### src/rtl/readout_unit.sv
// Byte FIFO with a debounced-by-edge push button that pops the head entry, and
// four active-low seven-segment displays showing count, read index and head byte.
module readout_unit #(
    parameter int DEPTH       = 8,
    parameter int SYNC_STAGES = 2
) (
    input  logic       clk,
    input  logic       nreset,
    input  logic       wr_en,
    input  logic [7:0] wr_data,
    input  logic       nnext,
    output logic       full,
    output logic       empty,
    output logic       ovf,
    output logic [6:0] disp3,
    output logic [6:0] disp2,
    output logic [6:0] disp1,
    output logic [6:0] disp0
);
    localparam int AW = $clog2(DEPTH);
    localparam logic [AW:0] FULL_CNT = (AW+1)'(DEPTH);
    localparam logic [0:0] S_IDLE = 1'b0;
    localparam logic [0:0] S_SHOW = 1'b1;
    localparam logic [6:0] SEG_DASH = 7'b0111111;

    logic [7:0]             mem_q [DEPTH];
    logic [AW-1:0]          wr_ptr_q, wr_ptr_d;
    logic [AW-1:0]          rd_ptr_q, rd_ptr_d;
    logic [AW:0]            count_q, count_d;
    logic                   ovf_q, ovf_d;
    logic [0:0]             state_q, state_d;
    logic [SYNC_STAGES-1:0] sync_q, sync_d;
    logic [SYNC_STAGES-1:0] vld_q, vld_d;
    logic                   edge_q, edge_d;
    logic                   armed_q, armed_d;
    logic                   press, pop, do_wr;
    logic [7:0]             head;
    logic [4:0]             cnt_ext;

    function automatic logic [6:0] hex7(input logic [3:0] v);
        case (v)
            4'h0: hex7 = 7'b1000000;
            4'h1: hex7 = 7'b1111001;
            4'h2: hex7 = 7'b0100100;
            4'h3: hex7 = 7'b0110000;
            4'h4: hex7 = 7'b0011001;
            4'h5: hex7 = 7'b0010010;
            4'h6: hex7 = 7'b0000010;
            4'h7: hex7 = 7'b1111000;
            4'h8: hex7 = 7'b0000000;
            4'h9: hex7 = 7'b0010000;
            4'hA: hex7 = 7'b0001000;
            4'hB: hex7 = 7'b0000011;
            4'hC: hex7 = 7'b1000110;
            4'hD: hex7 = 7'b0100001;
            4'hE: hex7 = 7'b0000110;
            default: hex7 = 7'b0001110;
        endcase
    endfunction

    always_comb begin
        sync_d    = sync_q;
        vld_d     = vld_q;
        sync_d[0] = nnext;
        vld_d[0]  = 1'b1;
        for (int i = 1; i < SYNC_STAGES; i++) begin
            sync_d[i] = sync_q[i-1];
            vld_d[i]  = vld_q[i-1];
        end
        edge_d  = sync_q[SYNC_STAGES-1];
        // Arm only once a genuine released level has crossed the synchronizer,
        // so a button held through reset cannot fake a press on release.
        armed_d = armed_q | (vld_q[SYNC_STAGES-1] & sync_q[SYNC_STAGES-1]);
        press   = armed_q & edge_q & ~sync_q[SYNC_STAGES-1];

        pop   = press & (state_q == S_SHOW);
        do_wr = wr_en & (~full | pop);
        ovf_d = ovf_q | (wr_en & full & ~pop);

        wr_ptr_d = do_wr ? wr_ptr_q + AW'(1) : wr_ptr_q;
        rd_ptr_d = pop   ? rd_ptr_q + AW'(1) : rd_ptr_q;
        count_d  = count_q;
        if (do_wr && !pop)
            count_d = count_q + (AW+1)'(1);
        else if (pop && !do_wr)
            count_d = count_q - (AW+1)'(1);

        state_d = state_q;
        case (state_q)
            S_IDLE:  if (do_wr) state_d = S_SHOW;
            default: if (pop && !do_wr && count_q == (AW+1)'(1)) state_d = S_IDLE;
        endcase
    end

    always_ff @(posedge clk or negedge nreset) begin
        if (!nreset) begin
            wr_ptr_q <= '0;
            rd_ptr_q <= '0;
            count_q  <= '0;
            ovf_q    <= 1'b0;
            state_q  <= S_IDLE;
            sync_q   <= '1;
            vld_q    <= '0;
            edge_q   <= 1'b1;
            armed_q  <= 1'b0;
        end else begin
            wr_ptr_q <= wr_ptr_d;
            rd_ptr_q <= rd_ptr_d;
            count_q  <= count_d;
            ovf_q    <= ovf_d;
            state_q  <= state_d;
            sync_q   <= sync_d;
            vld_q    <= vld_d;
            edge_q   <= edge_d;
            armed_q  <= armed_d;
        end
    end

    always_ff @(posedge clk) begin
        if (do_wr) mem_q[wr_ptr_q] <= wr_data;
    end

    assign head    = mem_q[rd_ptr_q];
    assign cnt_ext = 5'(count_q);
    assign full    = (count_q == FULL_CNT);
    assign empty   = (count_q == '0);
    assign ovf     = ovf_q;
    assign disp3   = hex7(cnt_ext[4] ? 4'hF : cnt_ext[3:0]);
    assign disp2   = hex7(4'(rd_ptr_q));
    assign disp1   = (state_q == S_SHOW) ? hex7(head[7:4]) : SEG_DASH;
    assign disp0   = (state_q == S_SHOW) ? hex7(head[3:0]) : SEG_DASH;

endmodule

### config.mk
export PLATFORM = sky130hd
export DESIGN_NAME = readout_unit
export DESIGN_NICKNAME = d
export VERILOG_FILES = /design/src/rtl/readout_unit.sv
export SDC_FILE = /design/constraint.sdc
export NUM_CORES = 1
export LEC_CHECK = 0
export ABC_AREA = 0
export BUFFER_PORTS_ARGS = -buffer_cell sky130_fd_sc_hd__buf_2
export CORE_UTILIZATION = 59
export CTS_CLUSTER_DIAMETER = 60
export CTS_CLUSTER_SIZE = 16
export DETAILED_ROUTE_END_ITERATION = 7
export GPL_ROUTABILITY_DRIVEN = 0
export PLACE_DENSITY_LB_ADDON = 0.1
export SLEW_MARGIN = 25
export SYNTH_ARGS = -nofsm -noshare
export SYNTH_HDL_FRONTEND = slang
export SYNTH_SLANG_ARGS = --single-unit
### constraint.sdc
create_clock -name clk -period 2.9 [get_ports clk]
set_input_delay 0.29 -clock clk [delete_from_list [all_inputs] [get_ports clk]]
set_output_delay 0.29 -clock clk [all_outputs]
set_load 0.02 [all_outputs]
; After elaboration in Yosys (flattened, before gate mapping)
; Memory sizes are Yosys's and may differ from the RTL's.
; Index checks and enable logic that the tools add are counted.
[op_classes]
addsub = 4
n_eq_ne = 2
n_mux = 8
n_bitwise = 13
reduce_logical = 7
[op_table]
columns = op, n
row1 = 7-bit two-way mux, 2
row2 = 4-bit two-way mux, 2
row3 = 1-bit AND, 7
row4 = 3-bit by 1-bit adder with 3-bit output (second input constant), 2
row5 = 4-bit by 1-bit adder with 4-bit output (second input constant), 1
row6 = 4-bit by 1-bit equality test with 1-bit output (second input constant), 1
row7 = 4-bit equality test (second input constant), 1
row8 = 4-bit zero test, 1
row9 = 1-bit two-way mux, 4
row10 = 4-bit by 1-bit subtractor with 4-bit output (second input constant), 1
row11 = 1-bit logical AND, 3
row12 = 1-bit NOT, 3
row13 = 1-bit OR, 3
row14 = 1-bit zero test, 2
row15 = 2-bit nonzero test, 1
[totals]
register_bits = 18
ram_bits = 64
rom_bits = 392
input_bits = 12
out_inout_bits = 31
elab_cells = 48
n_memories = 5
[memory_table]
columns = memory, depth, width, rd, rd_ports_with_merged_regs, wr, line
row1 = (no name shown), 16, 7, 1, 0, 0, 41  ; case (v)
row2 = (no name shown), 16, 7, 1, 0, 0, 41
row3 = (no name shown), 16, 7, 1, 0, 0, 41
row4 = mem_q, 8, 8, 1, 0, 1, 26  ; logic [7:0] mem_q [DEPTH];
row5 = (no name shown), 8, 7, 1, 0, 0, 41

; Logic depth before layout (Yosys ltp)
[depth]
ltp_word = 10
mapped_depth = 10
ltp_nobuf = 8

; Worst setup path before layout
; No wires, ideal clock.
[synth_path]
path_kind = reg-to-output
from = register rd_ptr_q[0]
to = output port disp0[2]
arrival_time_ps = 2274
required_time_ps = 2610
setup_slack_ps = 336
stages_incl_launch_ff = 10
n_path_buf = 2
cell_sequence = dfrtp_1 -> buf_6 -> buf_12 -> mux4_2 -> mux2i_4 -> inv_1 -> ha_1 -> inv_1 -> o21ai_0 -> o211ai_1
[synth_via]
elab_chain_cells = 3
[synth_rtl]
columns = item, line
row1 = "start, declared", 28  ; logic [AW-1:0] rd_ptr_q, rd_ptr_d;
row2 = "start signal, assigned", 108  ; rd_ptr_q <= rd_ptr_d;
row3 = memory 8 x 8 bit, --
row4 = memory 16 x 7 bit, --
row5 = 7-bit two-way mux, 131  ; assign disp0 = (state_q == S_SHOW) ? hex7(head[3:0]) : SEG_DASH;
row6 = "end, declared", 18  ; output logic [6:0] disp0
; Every way passes these cells.

; Final worst setup path
[layout_path]
from = register rd_ptr_q[1]
to = output port disp1[3]
[layout_via]
elab_chain_cells = 3
[layout_rtl]
columns = item, line
row1 = memory 8 x 8 bit, --
row2 = memory 16 x 7 bit, --
row3 = 7-bit two-way mux, 130  ; assign disp1 = (state_q == S_SHOW) ? hex7(head[7:4]) : SEG_DASH;
row4 = "end, declared", 17  ; output logic [6:0] disp1,
; Every way passes these cells.

==> impl_metrics.yaml <==
floorplan:
  die_area_um2: 7770
  rows: 31
  die_h_um: 88.2
  core_um2: 7210
  start_util_pct: 60.7
  dieWidth_um: 88.2
  num_io_pins: 43
timing:
  hold_violations: 0
  finalSetupViolations: 0
  rsz0062_at_grt: "yes"
  max_freq_ghz: 0.345
  period_needed_ps: 2890
  worstMarginPinSlew_ps: 588
  slew_headroom_pct: 60.8
  fin_worst_skew_ps: 10.0
  fin_crit_sh_pct: 99.8
  slew_violations: 0
  timing.hold.ws_ps: 38.4
global_route:
  antenna_found_initial: 0
  grt_pass1_vias: 2584
  grt_usage_pct: 23.6
  grt_max_degree: 19
  grt.overflow.total: 0
  grt_first_pass_wirelength_mm: 13.1
synthesis:
  async_reset_ff_share_pct: 22.0
  ys_seq_area_share_pct: 54.2
  synthFlopType: "edfxtp_1"
  yosysUniqueCellTypes: 60
  synth_edf_count: 64
  ys_ff_latch: 82
  syn-num-nets: 370
  synth_area_um2: 4380
  synth_area_per_cell_um2: 13.2
  ys_warn_count: 0
  synthTopCellsByArea: "edfxtp_1 44%, dfrtp_1 8.6%, ha_1 7.7%"
  synth_top_area_share_pct: 43.9
  synthCells: 331
  yosys.area.top_type: "edfxtp_1"
cells_and_area:
  nets: 440
  antenna_cells: 0
  area_growth_pct: 21.9
  final_cell_mix: "64 x edfxtp_1, 34 x buf_2, 31 x buf_4, 25 x nor2_1"
  final_common_cell: "edfxtp_1"
  drive_gt1_share_pct: 39.2
  n_fill_cell: 493
  post-route-util_pct: 74.0
  finalNonFillerCells: 505
clock_tree:
  clockBufferDepth: 2
  cts_tree: "yes"
  cts_sinks: 82
  numCtsBuffers: 9
  path_clk_slew_ps: 80
  cts_root_buffer: "clkbuf_8"
  insertion_delay_ps: 350
  htree_levels: 3
detailed_routing:
  antenna_left: 0
  wl_mm: 8.98
  wl_per_cell_um: 17.8
  dr_total_vias: 2879
  drt_iter0_markers: 151
  firstDrtPassIters: 5
  via_per_inst: 5.70
  drc: 0
setup_path:
  path_max_fanout: 7
  r2r_cells: 7
  cp-startpoint: "rd_ptr_q[1]"
  required_ps: 2610
  worstSetupStartpointType: "flip-flop"
  crit_arrival_ps: 2600
  crit_path_end_kind: "output port"
  critical_path_class: "flip-flop to output port"
  crit-reg2reg-launch: "count_q[1]"
placement:
  io_buffers: 42
  dpl.hpwl_mm: 5.93
  placedCellCount: 474
hold_path:
  hold_depth: 1
  min_path_type: "input port to flip-flop"
  min_from: "nnext"
flow_run:
  max_cap_viol_count: 0
outcome:
  status: "complete, no violations"
[Yosys cell counts, types with 2 or more instances]
master	n
edfxtp_1	64
ha_1	27
nor2_1	25
nand2_1	20
mux2i_1	18
o21ai_0	16
dfrtp_1	15
inv_1	12
a21oi_1	8
mux2_1	7
nor3_1	7
mux4_2	6
nand2b_1	6
nand3_1	6
xnor2_1	6
a211oi_1	5
buf_2	5
clkbuf_1	5
mux2_2	5
a2bb2oi_1	4
buf_6	4
o22ai_2	4
and2_1	3
dfstp_2	3
mux2i_4	3
o311ai_1	3
a211o_1	2
a221o_1	2
a31oi_1	2
inv_2	2
nor4b_4	2
o211ai_1	2
o21ai_1	2
o21bai_1	2
o221ai_1	2
or2_1	2
[through the flow]
stage / TNS, ps / cell area [µm²] / worst slack, ps
CTS: -18.4 / 5060 / -9.90
global route: -765 / 5340 / -114
global placement: 0 / 4740 / 172
finish: 0 / 5340 / 5.59
floorplan: 0 / 4380 / 336
detailed placement: 0 / 4740 / 56.4
[worst max-delay path: stages (launching register included)]
cell	delay (ps)
dfrtp_1	420
buf_6	170
mux2_1	320
mux2i_1	130
mux2_4	240
buf_4	130
ha_2	180
inv_2	50
mux2_4	270
a32oi_2	180
buf_4	170
[sequential cells by signal, indices dropped and copies added, names as in the netlist]
register / cells
mem_q: 64
vld_q: 2
count_q: 4
state_q: 1
ovf: 1
rd_ptr_q: 3
sync_q: 2
edge_q: 1
wr_ptr_q: 3
armed_q: 1
[cell families (layout without fill, tap and decap cells)]
| kind of cell | count (synthesis) | in the layout | share of synthesized area (%) |
|---|---|---|---|
| other | 1 | 1 | 0.0856 |
| AND/OR/NAND/NOR | 78 | 78 | 9.17 |
| AO/OA/AOI/OAI | 64 | 64 | 10.8 |
| flip-flops | 82 | 82 | 54.2 |
| multiplexers | 41 | 41 | 12.8 |
| adder cells (fa/ha/maj) | 27 | 27 | 7.71 |
| buffers and inverters | 31 | 106 | 3.86 |
| XOR/XNOR | 7 | 7 | 1.40 |
[area by class of cell]
cell class                 count  area [µm²]  share of cell area (%)
clock inverter                 7        70.1                    1.31
sequential                    82        2380                    44.5
tap                           99         124                    2.32
timing repair buffer          75         518                    9.70
clock buffer                   9         124                    2.32
multi-input combinational    218        2060                    38.6
inverter                      15        65.1                    1.22
[what timing repair did]
action | 4_1_cts | 5_1_grt
endpoints found under the setup margin | 14 | 13
hold buffers | 1 | 0
endpoints found under the hold margin | 15 | 0
gates resized for setup | 14 | 66
buffers inserted | 11 | 3
pin swaps | 1 | 13
[layer usage]
metal	up-vias	GRT usage, %	wire length, µm
met3	6	5.37	345
met5	-	0	0
met4	0	5.87	81
met2	72	39.0	4520
li1	1376	-	-
met1	1425	31.8	4030
[final timing paths]
kind,slack (ps),to
setup / recovery,6,disp1[3]
hold / removal,40,sync_q[0]
setup reg to reg,490,mem_q[0][3]
hold reg to reg,350,vld_q[1]
max in group asynchronous,2170,sync_q[0]
min in group asynchronous,400,count_q[3]
Power is left out: the tool's default activity adds up to more than one toggle a clock period on the data nets, which glitch-free logic cannot reach.
